$ cat config.mk
export PLATFORM = sky130hd
export DESIGN_NAME = mtimer_intr_gen
export DESIGN_NICKNAME = d
export VERILOG_FILES = /design/src/rtl/mtimer_intr_gen.sv
export SDC_FILE = /design/constraint.sdc
export NUM_CORES = 1
export LEC_CHECK = 0
export ABC_AREA = 1
export BUFFER_PORTS_ARGS = -buffer_cell sky130_fd_sc_hd__buf_2
export CAP_MARGIN = 30
export CORE_UTILIZATION = 25
export CTS_CLUSTER_DIAMETER = 60
export DETAILED_ROUTE_END_ITERATION = 12
export GPL_TIMING_DRIVEN = 0
export PLACE_DENSITY = 0.45
export SETUP_SLACK_MARGIN = 0.15
export SLEW_MARGIN = 20
export SYNTH_ARGS = -nofsm -noshare
export SYNTH_HDL_FRONTEND = slang
export SYNTH_SLANG_ARGS = --single-unit
$ cat constraint.sdc
create_clock -name clk_i -period 7.2 [get_ports clk_i]
set_input_delay 1.08 -clock clk_i [delete_from_list [all_inputs] [get_ports clk_i]]
set_output_delay 1.08 -clock clk_i [all_outputs]
set_load 0.005 [all_outputs]
$ cat src/rtl/mtimer_intr_gen.sv
// mtimer_intr_gen: memory-mapped 64-bit machine timer with prescaler, driving the core's level timer interrupt.
module mtimer_intr_gen #(
    parameter int          DW      = 32,
    parameter int          PRESC_W = 8,
    parameter logic [63:0] CMP_RST = 64'hFFFF_FFFF_FFFF_FFFF
) (
    input  logic          clk_i,
    input  logic          rst_i,
    input  logic          req_i,
    input  logic          we_i,
    input  logic [4:0]    addr_i,
    input  logic [DW-1:0] wdata_i,
    output logic [DW-1:0] rdata_o,
    output logic          ack_o,
    output logic          t_intr_o
);
    logic [63:0]        mtime, mtimecmp;
    logic               en;
    logic [PRESC_W-1:0] div, pcnt;
    logic [31:0]        hi_snap;
    logic [2:0]         sel;
    logic               wr, rd, tick, ge;
    logic [DW-1:0]      ctrl, rmux;
    logic               unused_addr;

    assign unused_addr = ^addr_i[1:0];

    always_comb begin
        sel  = addr_i[4:2];
        wr   = req_i & we_i;
        rd   = req_i & ~we_i;
        tick = en & (pcnt == div);
        ge   = mtime >= mtimecmp;
        ctrl = '0;
        ctrl[0] = en;
        ctrl[8 +: PRESC_W] = div;
        rmux = sel == 3'd0 ? mtime[31:0] :
               sel == 3'd1 ? hi_snap :
               sel == 3'd2 ? mtimecmp[31:0] :
               sel == 3'd3 ? mtimecmp[63:32] :
               sel == 3'd4 ? ctrl :
               sel == 3'd5 ? {{(DW-1){1'b0}}, ge} : '0;
    end

    always_ff @(posedge clk_i or posedge rst_i) begin
        if (rst_i) begin
            mtime    <= '0;
            mtimecmp <= CMP_RST;
            en       <= 1'b0;
            div      <= '0;
            pcnt     <= '0;
            hi_snap  <= '0;
            rdata_o  <= '0;
            ack_o    <= 1'b0;
            t_intr_o <= 1'b0;
        end else begin
            ack_o    <= req_i;
            t_intr_o <= en & ge;
            if (rd) rdata_o <= rmux;
            // reading LO freezes the upper half so a following HI read is coherent
            if (rd && sel == 3'd0) hi_snap <= mtime[63:32];
            // a software write to either half beats a same-cycle tick
            if (wr && sel == 3'd0) mtime[31:0] <= wdata_i;
            else if (wr && sel == 3'd1) mtime[63:32] <= wdata_i;
            else if (tick) mtime <= mtime + 64'd1;
            if (wr && sel == 3'd2) mtimecmp[31:0] <= wdata_i;
            if (wr && sel == 3'd3) mtimecmp[63:32] <= wdata_i;
            if (wr && sel == 3'd4) begin
                en   <= wdata_i[0];
                div  <= wdata_i[8 +: PRESC_W];
                pcnt <= '0;
            end else begin
                pcnt <= (tick || !en) ? '0 : pcnt + 1'b1;
            end
        end
    end
endmodule

# Yosys cells after proc, flatten, opt, wreduce, memory -nomap -nowiden

Index checks and enable logic that the tools add are counted.

Register bits after elaboration: 211
Latch bits: 0
Memory bits (writable): 0
Bits in read-only memories: 0
Input bits: 41
Output and inout bits: 34
Logic and storage cells: 52
Memories: 0

Add/sub/neg operators: 2
Multiply operators: 0
Divide/modulo/power cells: 0
$lt $le $gt $ge: 1
Equality and inequality tests: 7
Shifts and indexed selects: 0
Multiplexer cells: 12
Bitwise logic cells: 6
Reduce and logical (&&, ||, !) cells: 13

Operator list:

| operator                                             | count |
|---|---|
| two-way mux 32 bit                                   | 7 |
| adder 64 x 1 -> 64 bit (second input constant)       | 1 |
| >= comparator 64 bit                                 | 1 |
| two-way mux 64 bit                                   | 1 |
| two-way mux 16 bit                                   | 1 |
| two-way mux 8 bit                                    | 2 |
| adder 8 x 1 -> 8 bit (second input constant)         | 1 |
| equality test 8 bit                                  | 1 |
| equality test 3 x 2 -> 1 bit (second input constant) | 2 |
| equality test 3 bit (second input constant)          | 2 |
| logical AND 1 bit                                    | 6 |
| AND 1 bit                                            | 4 |
| AND reduction 2 bit                                  | 2 |
| nonzero test 2 bit                                   | 2 |
| equality test 3 x 1 -> 1 bit (second input constant) | 1 |
| logical NOT 3 bit                                    | 1 |
| != test 2 bit (second input constant)                | 1 |
| inverter 1 bit                                       | 2 |
| logical NOT 1 bit                                    | 1 |
| logical OR 1 bit                                     | 1 |
| two-way mux 1 bit                                    | 1 |

# Logic depth before layout (Yosys ltp)

Word-level depth: 7
Depth in mapped cells: 21
Mapped depth without buffers: 21

# Worst setup path after synthesis

OpenSTA, ideal clock, no wires.

Path kind: input to register
From: input addr_i[2]
To: register mtime[32]
Library setup time: 0.083 ns
Arrival time: 2.248 ns
Data required time: 7.117 ns
Setup slack: 4.869 ns
Cell stages on the path: 9
Path buffers: 1
Cell sequence: inv_1 nor3_4 nand2_1 a21oi_2 inv_2 buf_2 a21oi_1 o21ai_0 o21ai_0

Cells in the longest elaborated chain, start to end: 4
Elaborated cells between the ends (all ways): 8
Classes of those cells: eq/ne (1); mux (1); bitwise (1); reduce/logical (5)

Ends and longest elaborated chain:

| element                                                                      | RTL line | text |
|---|---|---|
| from (decl)                                                                  | 11       | `input logic [4:0] addr_i,` |
| equality test 3 x 1 -> 1 bit / logical NOT 3 bit (equally long branches)     | 64, 63   |  |
| logical AND 1 bit (on tied branches)                                         | 64, 63   |  |
| nonzero test 2 bit (no source line) / inverter 1 bit (equally long branches) | --       |  |
| AND reduction 2 bit (no source line)                                         | --       |  |
| to (signal assigned)                                                         | 64       | `else if (wr && sel == 3'd1) mtime[63:32] <= wdata_i;` |
| to (signal assigned)                                                         | 65       | `else if (tick) mtime <= mtime + 64'd1;` |
| to (decl)                                                                    | 17       | `logic [63:0] mtime, mtimecmp;` |

Several ways; a longest one is shown, not always the timed one.
A chain may end at the register's enable or synchronous reset.

# Worst setup path after layout

From: input addr_i[2]
To: register mtime[33]

Same word-level chain as after synthesis.

==> results.sh <==
export IMPL_ys_types=52
export IMPL_fin_util=0.296
export IMPL_viasPerCell=4.94
export IMPL_worstSetupEndpointType="flop"
export IMPL_power_share_switching=0.394
export IMPL_clockBufferDepth=3
export IMPL_yosys_area_top_type="dfrtp_1"
export IMPL_p_int_w=0.00285
export IMPL_htreeDepth=1
export IMPL_clk_pin_slew_ns=0.06
export IMPL_power_switching_w=0.00185
export IMPL_use_met3=0.0269
export IMPL_critPathArrivalTime_ns=3.67
export IMPL_postCtsResizedCells=0
export IMPL_synthAdderAreaFrac=0.0648
export IMPL_dpl_cell_area_um2=14000
export IMPL_gr_usage_met2=0.336
export IMPL_pwr_share_seq=0.407
export IMPL_required_ns=7.61
export IMPL_rsz0062_at_grt="false"
export IMPL_fin_worst_skew_ns=0.0129
export IMPL_busiest_layer="met2"
export IMPL_rows=82
export IMPL_cp_max_fo=10
export IMPL_synth_ff_type="dfrtp_1"
export IMPL_drt_wl_total_um=53400
export IMPL_synth_area_um2=12800
export IMPL_clkLatencyLatePin_ns=0.56
export IMPL_hold_violations=0
export IMPL_grt_use_total=0.205
export IMPL_fmax_mhz=307
export IMPL_die_h_um=228
export IMPL_cap_violations=0
export IMPL_powerDensity_nw_per_um2=316
export IMPL_synth_mux_area_fraction=0.000883
export IMPL_ir_drop_v=0.000147
export IMPL_grt_pass1_wl_um=79500
export IMPL_drive_above_1_share=0.136
export IMPL_fin_nets=1870
export IMPL_die_width_um=228
export IMPL_startpoint="addr_i[2]"
export IMPL_antennaDiodeCount=0
export IMPL_ios=75
export IMPL_p_comb_frac=0.305
export IMPL_clkPwrFrac=0.288
export IMPL_setup_tns_ns=0
export IMPL_area_delta_synth_final_pct=16.8
export IMPL_startpoint_type="input port"
export IMPL_slowest_stage="a21oi_2"
export IMPL_p_leak_nw=6.54
export IMPL_synth_compound_area_share=0.181
export IMPL_path_cells="buf_2 -> inv_1 -> nor3_4 -> nand2_1 -> a21oi_2 -> clkbuf_1 -> o21ai_0"
export IMPL_final_period_utilization=0.452
export IMPL_die_area_um2=51900
export IMPL_async_flop_share=1.00
export IMPL_synth_top_family_by_area="simple AND/OR/NAND/NOR gates"
export IMPL_synth_area_top_cells="dfrtp_1 (29%), dfstp_2 (13%), nand2_1 (10%)"
export IMPL_hold_buffers=0
export IMPL_cts_buffers=29
export IMPL_ys_warn_count=0
export IMPL_synth_edff_count=0
export IMPL_firstDrtPassIters=5
export IMPL_cts_root_buf="clkbuf_16"
export IMPL_use_met1=0.280
export IMPL_yosysSeqAreaShare=0.420
export IMPL_hold_class="in -> async"
export IMPL_postCtsSetupBuffers=0
export IMPL_num_vias=12100
export IMPL_max_stage_delay_ns=0.73
export IMPL_ant_nets=0
export IMPL_whs_ns=0.490
export IMPL_hpwl_um=42200
export IMPL_initial_core_util=0.254
export IMPL_route_detailed_wl_per_inst_um=21.7
export IMPL_relSlewSlack=0.373
export IMPL_io_buffers=72
export IMPL_run_status="finished, final reports clean"
export IMPL_r2r_start="mtime[1]$_DFFE_PP0P_"
export IMPL_final_cells=2455
export IMPL_grt_max_degree=97
export IMPL_finalSetupViolations=0
export IMPL_drt_iter0_drc=939
export IMPL_grt_pass1_vias=12000
export IMPL_final_cell_area_um2=14900
export IMPL_synth_simple_area_share=0.215
export IMPL_tritoncts_num_sinks=211
export IMPL_overflow=0
export IMPL_synth_xor_area_frac=0.0302
export IMPL_finalCriticalPeriod_ns=3.26
export IMPL_synth_nets=1765
export IMPL_antenna_found_initial=0
export IMPL_syn_inst=1658
export IMPL_ys_seq_elements=211
export IMPL_tritoncts="done"
export IMPL_slew_viol_final=0
export IMPL_numPlacedInstances=2404
export IMPL_worstMarginPinSlew_ns=0.940
export IMPL_synth_top_area_frac=0.288
export IMPL_drc=0
export IMPL_gp_congestion=0.922
export IMPL_crit_type="in -> reg"
export IMPL_syn_area_per_cell_um2=7.69
export IMPL_core_area_um2=50300
==> worst paths after layout <==
path	to	slack, ns	depth (start not counted)
worst min register to register	mtimecmp[15]$_DFFE_PP1P_	0.49	2
min in group clk_i	mtimecmp[15]$_DFFE_PP1P_	0.49	2
worst max-delay path	mtime[33]$_DFFE_PP0P_	3.94	7
max in group asynchronous	rdata_o[26]$_DFFE_PP0P_	5.83	3
worst max register to register	mtime[30]$_DFFE_PP0P_	4.15	9
worst min-delay path	div[6]$_DFFE_PP0P_	0.49	2
==> logic make-up (layout without fill, tap and decap cells) <==
family | after synthesis | after routing
multiplexers | 1 | 1
buffers and inverters | 290 | 415
AND/OR/NAND/NOR | 620 | 620
XOR/XNOR | 44 | 44
adder cells (fa/ha/maj) | 66 | 66
flip-flops | 211 | 211
AO/OA/AOI/OAI | 426 | 426
==> metal layers <==
layer | vias to the layer above | part of all wire
li1 | 5741 | -
met1 | 5987 | 0.46
met2 | 328 | 0.46
met3 | 79 | 0.050
met4 | 0 | 0.027
met5 | - | 0
==> cell usage after synthesis, drive strengths merged (2+ instances only) <==
| master | n |
|---|---|
| a21oi | 105 |
| nand4 | 30 |
| nor3b | 2 |
| buf | 22 |
| a31oi | 25 |
| dfstp | 64 |
| nor2 | 112 |
| or2 | 6 |
| nand3 | 45 |
| o21a | 2 |
| clkbuf | 41 |
| o22ai | 34 |
| nand2 | 361 |
| dfrtp | 147 |
| o2111ai | 8 |
| and3 | 3 |
| a21o | 2 |
| inv | 226 |
| o31ai | 2 |
| xor2 | 35 |
| nor4 | 5 |
| nor3 | 53 |
| o211ai | 16 |
| o21ai | 228 |
| xnor2 | 9 |
| ha | 66 |
==> layout make-up <==
class,instances,area (µm²)
multi-input cells,1157,6280
clock buffers,42,815
flip-flops and latches,211,5360
clock inverters,9,65.1
well taps,672,841
fillers,5575,35400
inverters,227,860
plain buffers,63,260
repair buffers,74,415
==> placed cells by master, fill, tap and decap left out, types with 8 or more instances in the layout <==
master and n:
nor3_1 43, ha_1 66, nand3_1 44, inv_1 220, nor2_1 103, xnor2_1 9, o2111ai_1 8, clkbuf_16 29
a21oi_1 103, o21ai_0 207, o22ai_1 34, nor3_2 9, nand4_1 29, buf_2 88, clkbuf_1 50, xor2_1 35
dfstp_2 64, o21ai_1 21, a31oi_1 25, nand2_1 355, o211ai_1 16, dfrtp_1 147
==> critical path: cells and delay by family <==
family | cells | cell delay (ns)
compound gates | 2 | 0.91
simple gates | 2 | 0.87
buf+inv | 3 | 0.79
==> sequential cells by signal (all words and copies together) (netlist names) <==
register and cells:
rdata_o 32, en 1, mtime 64, div 8, ack_o 1, hi_snap 32, mtimecmp 64, pcnt 8
t_intr_o 1
==> through the flow <==
stage | power, W | setup slack (ns)
3_5_place_dp | 0.00336 | 3.44
4_1_cts | 0.00474 | 4.02
3_3_place_gp | 0.00333 | -2.68
5_1_grt | 0.00505 | 3.89
6_report | 0.00471 | 3.94
2_1_floorplan | 0.00279 | 0.460
==> power groups by stage <==
stage                     logic (W)  clock network, W  registers, W
after floorplan            0.000986                 0       0.00180
after global placement      0.00140                 0       0.00193
after detailed placement    0.00143                 0       0.00193
after CTS                   0.00144           0.00139       0.00191
after global routing        0.00165           0.00143       0.00196
final                       0.00143           0.00136       0.00192
(Power assumes the default switching activity.)
